### src/rtl/otter_pkg.sv
// Shared OTTER control types: FSM states, RV32I opcodes and SYSTEM funct3 codes.
// Imported by the control-unit sequencer and the combinational decoder.
package otter_pkg;

  typedef enum logic [2:0] {
    ST_INIT,
    ST_FETCH,
    ST_EXEC,
    ST_WB,
    ST_INTR
  } cu_state_t;

  typedef enum logic [6:0] {
    LOAD   = 7'b0000011,
    STORE  = 7'b0100011,
    BRANCH = 7'b1100011,
    OP     = 7'b0110011,
    OP_IMM = 7'b0010011,
    LUI    = 7'b0110111,
    AUIPC  = 7'b0010111,
    JAL    = 7'b1101111,
    JALR   = 7'b1100111,
    SYSTEM = 7'b1110011
  } opcode_t;

  localparam logic [2:0] F3_MRET  = 3'b000;
  localparam logic [2:0] F3_CSRRW = 3'b001;

endpackage

### src/rtl/cu_fsm_if.sv
// Control-unit bundle: IR fields and gated interrupt in, per-cycle strobes out.
// slave = sequencer side, master = datapath side.
interface cu_fsm_if;

  logic [6:0] ir6_0;
  logic [2:0] ir14_12;
  logic       intr;
  logic       PCWrite;
  logic       regWrite;
  logic       memWE2;
  logic       memRDEN1;
  logic       memRDEN2;
  logic       reset_out;
  logic       csr_WE;
  logic       int_taken;
  logic       mret_exec;

  modport slave (
    input  ir6_0, ir14_12, intr,
    output PCWrite, regWrite, memWE2, memRDEN1, memRDEN2,
           reset_out, csr_WE, int_taken, mret_exec
  );

  modport master (
    output ir6_0, ir14_12, intr,
    input  PCWrite, regWrite, memWE2, memRDEN1, memRDEN2,
           reset_out, csr_WE, int_taken, mret_exec
  );

endinterface

### src/rtl/cu_fsm.sv
// OTTER multi-cycle sequencer: 2 cycles per instruction, 3 for LOAD, +1 on trap entry.
// No backpressure; strobes are combinational from the registered state and IR fields.
module cu_fsm
  import otter_pkg::*;
#(
  parameter int INTR_EN     = 1,
  parameter int INIT_CYCLES = 1
) (
  input  logic     CLK,
  input  logic     RST,
  cu_fsm_if.slave  bus
);

  localparam int              CNT_W    = $clog2(INIT_CYCLES + 1);
  localparam logic [CNT_W-1:0] CNT_LAST = CNT_W'(INIT_CYCLES - 1);

  cu_state_t        state, state_nxt;
  logic [CNT_W-1:0] cnt, cnt_nxt;
  logic             irq_take;

  // Interrupts are only considered when an instruction retires.
  assign irq_take = (INTR_EN != 0) && bus.intr;

  always_ff @(posedge CLK) begin
    if (RST) begin
      state <= ST_INIT;
      cnt   <= '0;
    end else begin
      state <= state_nxt;
      cnt   <= cnt_nxt;
    end
  end

  always_comb begin
    state_nxt     = state;
    cnt_nxt       = cnt;
    bus.PCWrite   = 1'b0;
    bus.regWrite  = 1'b0;
    bus.memWE2    = 1'b0;
    bus.memRDEN1  = 1'b0;
    bus.memRDEN2  = 1'b0;
    bus.reset_out = 1'b0;
    bus.csr_WE    = 1'b0;
    bus.int_taken = 1'b0;
    bus.mret_exec = 1'b0;

    case (state)
      ST_INIT: begin
        bus.reset_out = 1'b1;
        // Counter stops at its last value, so it can never wrap.
        if (cnt == CNT_LAST) state_nxt = ST_FETCH;
        else                 cnt_nxt   = cnt + 1'b1;
      end

      ST_FETCH: begin
        bus.memRDEN1 = 1'b1;
        state_nxt    = ST_EXEC;
      end

      ST_EXEC: begin
        state_nxt = irq_take ? ST_INTR : ST_FETCH;
        case (opcode_t'(bus.ir6_0))
          LOAD: begin
            bus.memRDEN2 = 1'b1;
            state_nxt    = ST_WB;
          end
          STORE: begin
            bus.memWE2  = 1'b1;
            bus.PCWrite = 1'b1;
          end
          BRANCH: bus.PCWrite = 1'b1;
          OP, OP_IMM, LUI, AUIPC, JAL, JALR: begin
            bus.regWrite = 1'b1;
            bus.PCWrite  = 1'b1;
          end
          SYSTEM: begin
            bus.PCWrite = 1'b1;
            if (bus.ir14_12 == F3_MRET) begin
              bus.mret_exec = 1'b1;
            end else if (bus.ir14_12 == F3_CSRRW) begin
              bus.csr_WE   = 1'b1;
              bus.regWrite = 1'b1;
            end
          end
          default: bus.PCWrite = 1'b1;
        endcase
      end

      ST_WB: begin
        bus.regWrite = 1'b1;
        bus.PCWrite  = 1'b1;
        state_nxt    = irq_take ? ST_INTR : ST_FETCH;
      end

      ST_INTR: begin
        bus.int_taken = 1'b1;
        bus.PCWrite   = 1'b1;
        state_nxt     = ST_FETCH;
      end

      default: state_nxt = ST_INIT;
    endcase
  end

endmodule
### src/flat_wrapper.sv
// flat-port wrapper written by rule: the top's interface ports become plain ports
module cu_fsm_flat import otter_pkg::*;
#(
  parameter int INTR_EN     = 1,
  parameter int INIT_CYCLES = 1
)
  (CLK, RST, bus_ir6_0, bus_ir14_12, bus_intr, bus_PCWrite, bus_regWrite, bus_memWE2, bus_memRDEN1, bus_memRDEN2, bus_reset_out, bus_csr_WE, bus_int_taken, bus_mret_exec);
  cu_fsm_if bus_i ();
  input  logic CLK;
  input  logic RST;
  input wire logic [$bits(bus_i.ir6_0)-1:0] bus_ir6_0;
  input wire logic [$bits(bus_i.ir14_12)-1:0] bus_ir14_12;
  input wire logic [$bits(bus_i.intr)-1:0] bus_intr;
  output wire logic [$bits(bus_i.PCWrite)-1:0] bus_PCWrite;
  output wire logic [$bits(bus_i.regWrite)-1:0] bus_regWrite;
  output wire logic [$bits(bus_i.memWE2)-1:0] bus_memWE2;
  output wire logic [$bits(bus_i.memRDEN1)-1:0] bus_memRDEN1;
  output wire logic [$bits(bus_i.memRDEN2)-1:0] bus_memRDEN2;
  output wire logic [$bits(bus_i.reset_out)-1:0] bus_reset_out;
  output wire logic [$bits(bus_i.csr_WE)-1:0] bus_csr_WE;
  output wire logic [$bits(bus_i.int_taken)-1:0] bus_int_taken;
  output wire logic [$bits(bus_i.mret_exec)-1:0] bus_mret_exec;
  assign bus_i.ir6_0 = bus_ir6_0;
  assign bus_i.ir14_12 = bus_ir14_12;
  assign bus_i.intr = bus_intr;
  assign bus_PCWrite = bus_i.PCWrite;
  assign bus_regWrite = bus_i.regWrite;
  assign bus_memWE2 = bus_i.memWE2;
  assign bus_memRDEN1 = bus_i.memRDEN1;
  assign bus_memRDEN2 = bus_i.memRDEN2;
  assign bus_reset_out = bus_i.reset_out;
  assign bus_csr_WE = bus_i.csr_WE;
  assign bus_int_taken = bus_i.int_taken;
  assign bus_mret_exec = bus_i.mret_exec;
  cu_fsm #(.INTR_EN(INTR_EN), .INIT_CYCLES(INIT_CYCLES)) u_core (.CLK(CLK), .RST(RST), .bus(bus_i));
endmodule
### config.mk
export PLATFORM = sky130hd
export DESIGN_NAME = cu_fsm_flat
export DESIGN_NICKNAME = d
export VERILOG_FILES = /design/src/rtl/otter_pkg.sv /design/src/rtl/cu_fsm_if.sv /design/src/rtl/cu_fsm.sv /design/src/flat_wrapper.sv
export SDC_FILE = /design/constraint.sdc
export NUM_CORES = 1
export LEC_CHECK = 0
export ABC_AREA = 1
export CAP_MARGIN = 20
export CORE_AREA = 2 2 39 41
export CTS_CLUSTER_DIAMETER = 50
export DETAILED_ROUTE_END_ITERATION = 10
export DIE_AREA = 0 0 41 43
export SYNTH_ARGS = -nofsm -noshare
export SYNTH_HDL_FRONTEND = slang
export SYNTH_SLANG_ARGS = --single-unit
### constraint.sdc
create_clock -name CLK -period 2.4 [get_ports CLK]
set_clock_uncertainty 0.15 [all_clocks]
set_input_delay 0.24 -clock CLK [delete_from_list [all_inputs] [get_ports CLK]]
set_output_delay 0.24 -clock CLK [all_outputs]
set_load 0.02 [all_outputs]
# Word-level counts from Yosys, hierarchy flattened
# Index checks and enable logic that the tools add are counted.
dict set report word_totals {
  output_inout_bits 9
  word_cells 45
  regBits 4
  input_bits 13
}
dict set report classes {
  n_eq_ne 15
  muxes 23
  addsub 1
  n_reduce_logical 4
}
# op count
set ops {}
lappend ops {{$eq A7 B6 Y1 const B} 3}
lappend ops {{$eq A7 B7 Y1 const B} 3}
lappend ops {{$mux W1} 16}
lappend ops {{$pmux W3 S5} 1}
lappend ops {{$eq A7 B5 Y1 const B} 2}
lappend ops {{$mux W3} 3}
lappend ops {{$eq A7 B2 Y1 const B} 1}
lappend ops {{$eq A3 B1 Y1 const B} 2}
lappend ops {{$eq A3 B2 Y1 const B} 2}
lappend ops {{$logic_not A3 Y1} 2}
lappend ops {{$pmux W1 S2} 3}
lappend ops {{$reduce_or A6 Y1} 1}
lappend ops {{$eq A3 B3 Y1 const B} 1}
lappend ops {{$ne A2 B2 Y1 const B} 1}
lappend ops {{$reduce_or A2 Y1} 1}
lappend ops {{$add A1 B1 Y1 const B} 1}

# Longest topological paths before layout
dict set report logic_depth {
  depth_word 5
  depth_mapped 6
  depth_no_buf 6
}

# Worst setup path before layout
# No wires, ideal clock.
dict set report synth_path {
  path_type {register to output}
  from {register u_core.state[1]}
  to {output bus_PCWrite}
  arrival_ps 1055
  required_time_ps 2010
  setup_slack_ps 955
  path_buffers 0
  stages_incl_launch_ff 6
  cell_sequence {dfxtp_1 -> inv_1 -> nand2_2 -> nor2_1 -> inv_1 -> nand2_1}
}
dict set report synth_via {
  elab_chain_cells 3
  elab_cells_between_ends 5
  cone_classes {eq/ne (3); mux (1); reduce/logical (1)}
}
# element line_no
set synth_lines {}
lappend synth_lines {{start: declaration} cu_fsm.sv:17} ;# cu_state_t state, state_nxt;
lappend synth_lines {{start signal: assignment} cu_fsm.sv:29} ;# state <= state_nxt;
lappend synth_lines {{$eq A3 B2 Y1 / $eq A3 B3 Y1 (equally long branches)} cu_fsm.sv:47} ;# case (state)
lappend synth_lines {{$reduce_or A2 Y1 (no line)} n/a}
lappend synth_lines {{$pmux W1 S2 (*)} cu_fsm.sv:47}
lappend synth_lines {{end: declaration} flat_wrapper.sv:14} ;# output wire logic [$bits(bus_i.PCWrite)-1:0] bus_PCWrite;
# Every way passes the cells marked *; elsewhere a longest branch is shown, timed or not.

# Final worst setup path
dict set report layout_path {
  from {input bus_ir6_0[1]}
  to {output bus_mret_exec}
}
dict set report layout_via {
  elab_chain_cells 3
}
# element line_no
set layout_lines {}
lappend layout_lines {{start: declaration} flat_wrapper.sv:11} ;# input wire logic [$bits(bus_i.ir6_0)-1:0] bus_ir6_0;
lappend layout_lines {{$eq A7 B7 Y1} cu_fsm.sv:62} ;# case (opcode_t'(bus.ir6_0))
lappend layout_lines {{$mux W1} cu_fsm.sv:62}
lappend layout_lines {{$mux W1} cu_fsm.sv:47}
lappend layout_lines {{end: declaration} flat_wrapper.sv:22} ;# output wire logic [$bits(bus_i.mret_exec)-1:0] bus_mret_exec;
# Every way passes these cells.

==> flow_metrics.py <==
metrics = {
    "final_layout": {
        "largest_register_ffs": 3,
        "antenna_cells": 0,
        "final_area_sq_um": 580.6,
        "top_register": "u_core.state",
        "drive_above_1_share": 0.1529,
        "final_net_count": 99,
        "area_growth_pct": 79.15,
        "n_fill_cell": 155,
        "top_regs": "u_core.state (3)",
    },
    "synth": {
        "synth_top_cells_by_count": "nand2_1, inv_1, nor2_1",
        "yosysWarningCount": 0,
        "synth_top_area_frac": 0.1853,
        "syn_nets": 73,
        "ys_seq_elements": 3,
        "yosysMostFrequentCell": "nand2_1",
        "synth_area_per_cell_sq_um": 5.401,
        "syn_inst": 60,
        "synthArstFlopShare": 0,
        "synth_ff_type": "dfxtp_1",
        "netlist_area_sq_um": 324.1,
        "synth-edff-count": 0,
        "synth_area_leader_cell": "dfxtp_1",
        "synth_cell_type_count": 15,
        "synthTopCellsByArea": "dfxtp_1, nand3_1, nand2_1",
        "seq_area_frac_synth": 0.1853,
    },
    "run_status": {
        "outcome": "complete, no violations",
    },
    "floorplan": {
        "core_sq_um": 1384,
        "initial_utilization": 0.2342,
        "rows": 14,
        "io_pins": 22,
        "die_x_um": 41,
        "die_area_sq_um": 1763,
        "die_h_um": 43,
    },
    "critical_path": {
        "crit_path_cell_trace": "clkdlybuf4s50_1, nand2_1, inv_1, nand2_1, nor2_1, and3_2, clkdlybuf4s50_1",
        "end_kind": "primary output",
        "worstSetupStartpointType": "primary input",
        "critPathKind": "primary input to primary output",
        "cpMaxStageDelayCell": "clkdlybuf4s50_1",
        "max_stage_delay_ps": 600,
        "worst_ep_arrival_time_ps": 1770,
        "required_ps": 2010,
        "crit_fanout": 3,
    },
    "global_routing": {
        "grt_usage": 0.1091,
        "grt_antenna_before_repair": 0,
        "grt_pass1_vias": 402,
        "overflow": 0,
        "met2_usage": 0.1781,
        "grt_pass1_wl_mm": 1.331,
        "use_met3": 0.01571,
        "grt_max_degree": 6,
        "grt.met1_usage": 0.1178,
        "grt-busiest-layer": "met2",
    },
    "clocking": {
        "htree_levels": 1,
        "clk_latency_ps": 230,
        "cts_hold_buffers": 0,
        "clk_pin_slew_worst_paths_ps": 30,
        "cts.sinks": 3,
        "cts_resized": 0,
        "post_cts_buffers": 0,
        "cts-root-buf": "clkbuf_4",
        "cts_tree": "built",
        "cts_made_buffers": 3,
        "cts_max_path_buffers": 2,
    },
    "detailed_routing": {
        "antenna_left": 0,
        "drc": 0,
        "wl_per_cell_um": 7.772,
        "first_pass_iters": 4,
        "vias": 422,
        "routed_wl_um": 785,
        "viasPerCell": 4.178,
        "drt_iter0_markers": 2,
    },
    "power_and_ir_drop": {
        "ir_worst_vdd_uv": 193.3,
        "power_leakage_nw": 0.2819,
        "p_per_area_nw_per_um2": 398.9,
        "p_int_mw": 0.1599,
        "pwr-share-seq": 0.258,
        "pwr-share-clk": 0.372,
        "combPwrFrac": 0.370,
        "switchingPower_mw": 0.07163,
        "swShare": 0.3093,
    },
    "sta": {
        "period_needed_ps": 2156,
        "setup_violations": 0,
        "tightest_slew_ps": 218.1,
        "hold_ws_ps": 430.6,
        "final-max-slew-violation-count": 0,
        "fin_setup_tns_ps": 0,
        "relSlewSlack": 0.8542,
        "fmax_mhz": 463.9,
        "hold_viol_final": 0,
        "rsz0062_at_grt": "no",
        "finalCritPeriodShare": 0.8983,
    },
    "hold_path": {
        "hold_path_class": "register to register",
    },
    "placed_design": {
        "io_buffers": 21,
        "detailedPlacementHpwl_um": 658.2,
        "place_congestion": 0.7304,
        "place_area_sq_um": 554.3,
    },
    "flow_run": {
        "maxCapViolCount": 0,
    },
}
-- logic make-up after synthesis --
logic type | share of synthesized area
AO/OA/AOI/OAI | 0.07335
flip-flops | 0.1853
AND/OR/NAND/NOR | 0.5676
buffers and inverters | 0.1737
-- final timing paths --
kind                                endpoint  depth (start not counted)  slack [ps]                  startpoint
hold / removal    u_core.state[1]$_SDFF_PP0_                          2         430  u_core.state[0]$_SDFF_PP0_
setup / recovery               bus_mret_exec                          7         240                bus_ir6_0[1]
setup reg to reg  u_core.state[0]$_SDFF_PP0_                          5        1320  u_core.state[2]$_SDFF_PP0_
hold reg to reg   u_core.state[1]$_SDFF_PP0_                          2         430  u_core.state[0]$_SDFF_PP0_
-- placed cells by master (no fill, tap or decap) --
cell and instances:
a21oi_1 2, a21oi_2 1, and3_2 1, clkbuf_1 1, clkbuf_4 3, clkdlybuf4s50_1 21
dfxtp_1 3, inv_1 11, inv_2 4, nand2_1 12, nand2_2 1, nand2_4 1
nand3_1 9, nand3_2 1, nor2_1 10, nor2_4 1, nor3_1 2, o21ai_1 1
-- worst max-delay path, delay by kind of cell --
| kind | cells | cell delay, ps |
|---|---|---|
| buffers and inverters | 3 | 1110 |
| and+or+nand+nor | 4 | 420 |
-- through the flow --
step	total power [mW]	setup WS, ps	cells	utilization
after floorplan	0.1033	955.0	60	-
after global routing	0.2500	102.2	101	0.4195
after detailed placement	0.1461	216.7	97	0.4005
after global placement	0.1467	213.8	97	0.4005
final	0.2316	244.2	101	0.4195
after CTS	0.2381	219.5	101	0.4195
-- area by class of cell --
class / count / area (sq um) / area share
timing repair buffer: 21 / 210.2 / 0.3621
clock buffer: 4 / 26.28 / 0.04526
tap: 16 / 20.02 / 0.03448
sequential: 3 / 60.06 / 0.1034
multi-input combinational: 42 / 207.7 / 0.3578
inverter: 15 / 56.30 / 0.09698
-- power groups by stage --
| stage | clock (mW) | combinational (mW) | sequential, mW |
|---|---|---|---|
| 2_1_floorplan | 0 | 0.0435 | 0.0598 |
| 5_1_grt | 0.0947 | 0.0949 | 0.0605 |
| 3_3_place_gp | 0 | 0.0861 | 0.0606 |
| 4_1_cts | 0.0918 | 0.0865 | 0.0599 |
| 3_5_place_dp | 0 | 0.0855 | 0.0606 |
| 6_report | 0.0861 | 0.0856 | 0.0598 |
-- per-layer routing --
metal	part of all wire	wire, um
met5	0	0
met4	0	0
met3	0.079	62
met2	0.50	391
met1	0.42	331
Note: power is estimated with default switching activity, not from simulation.
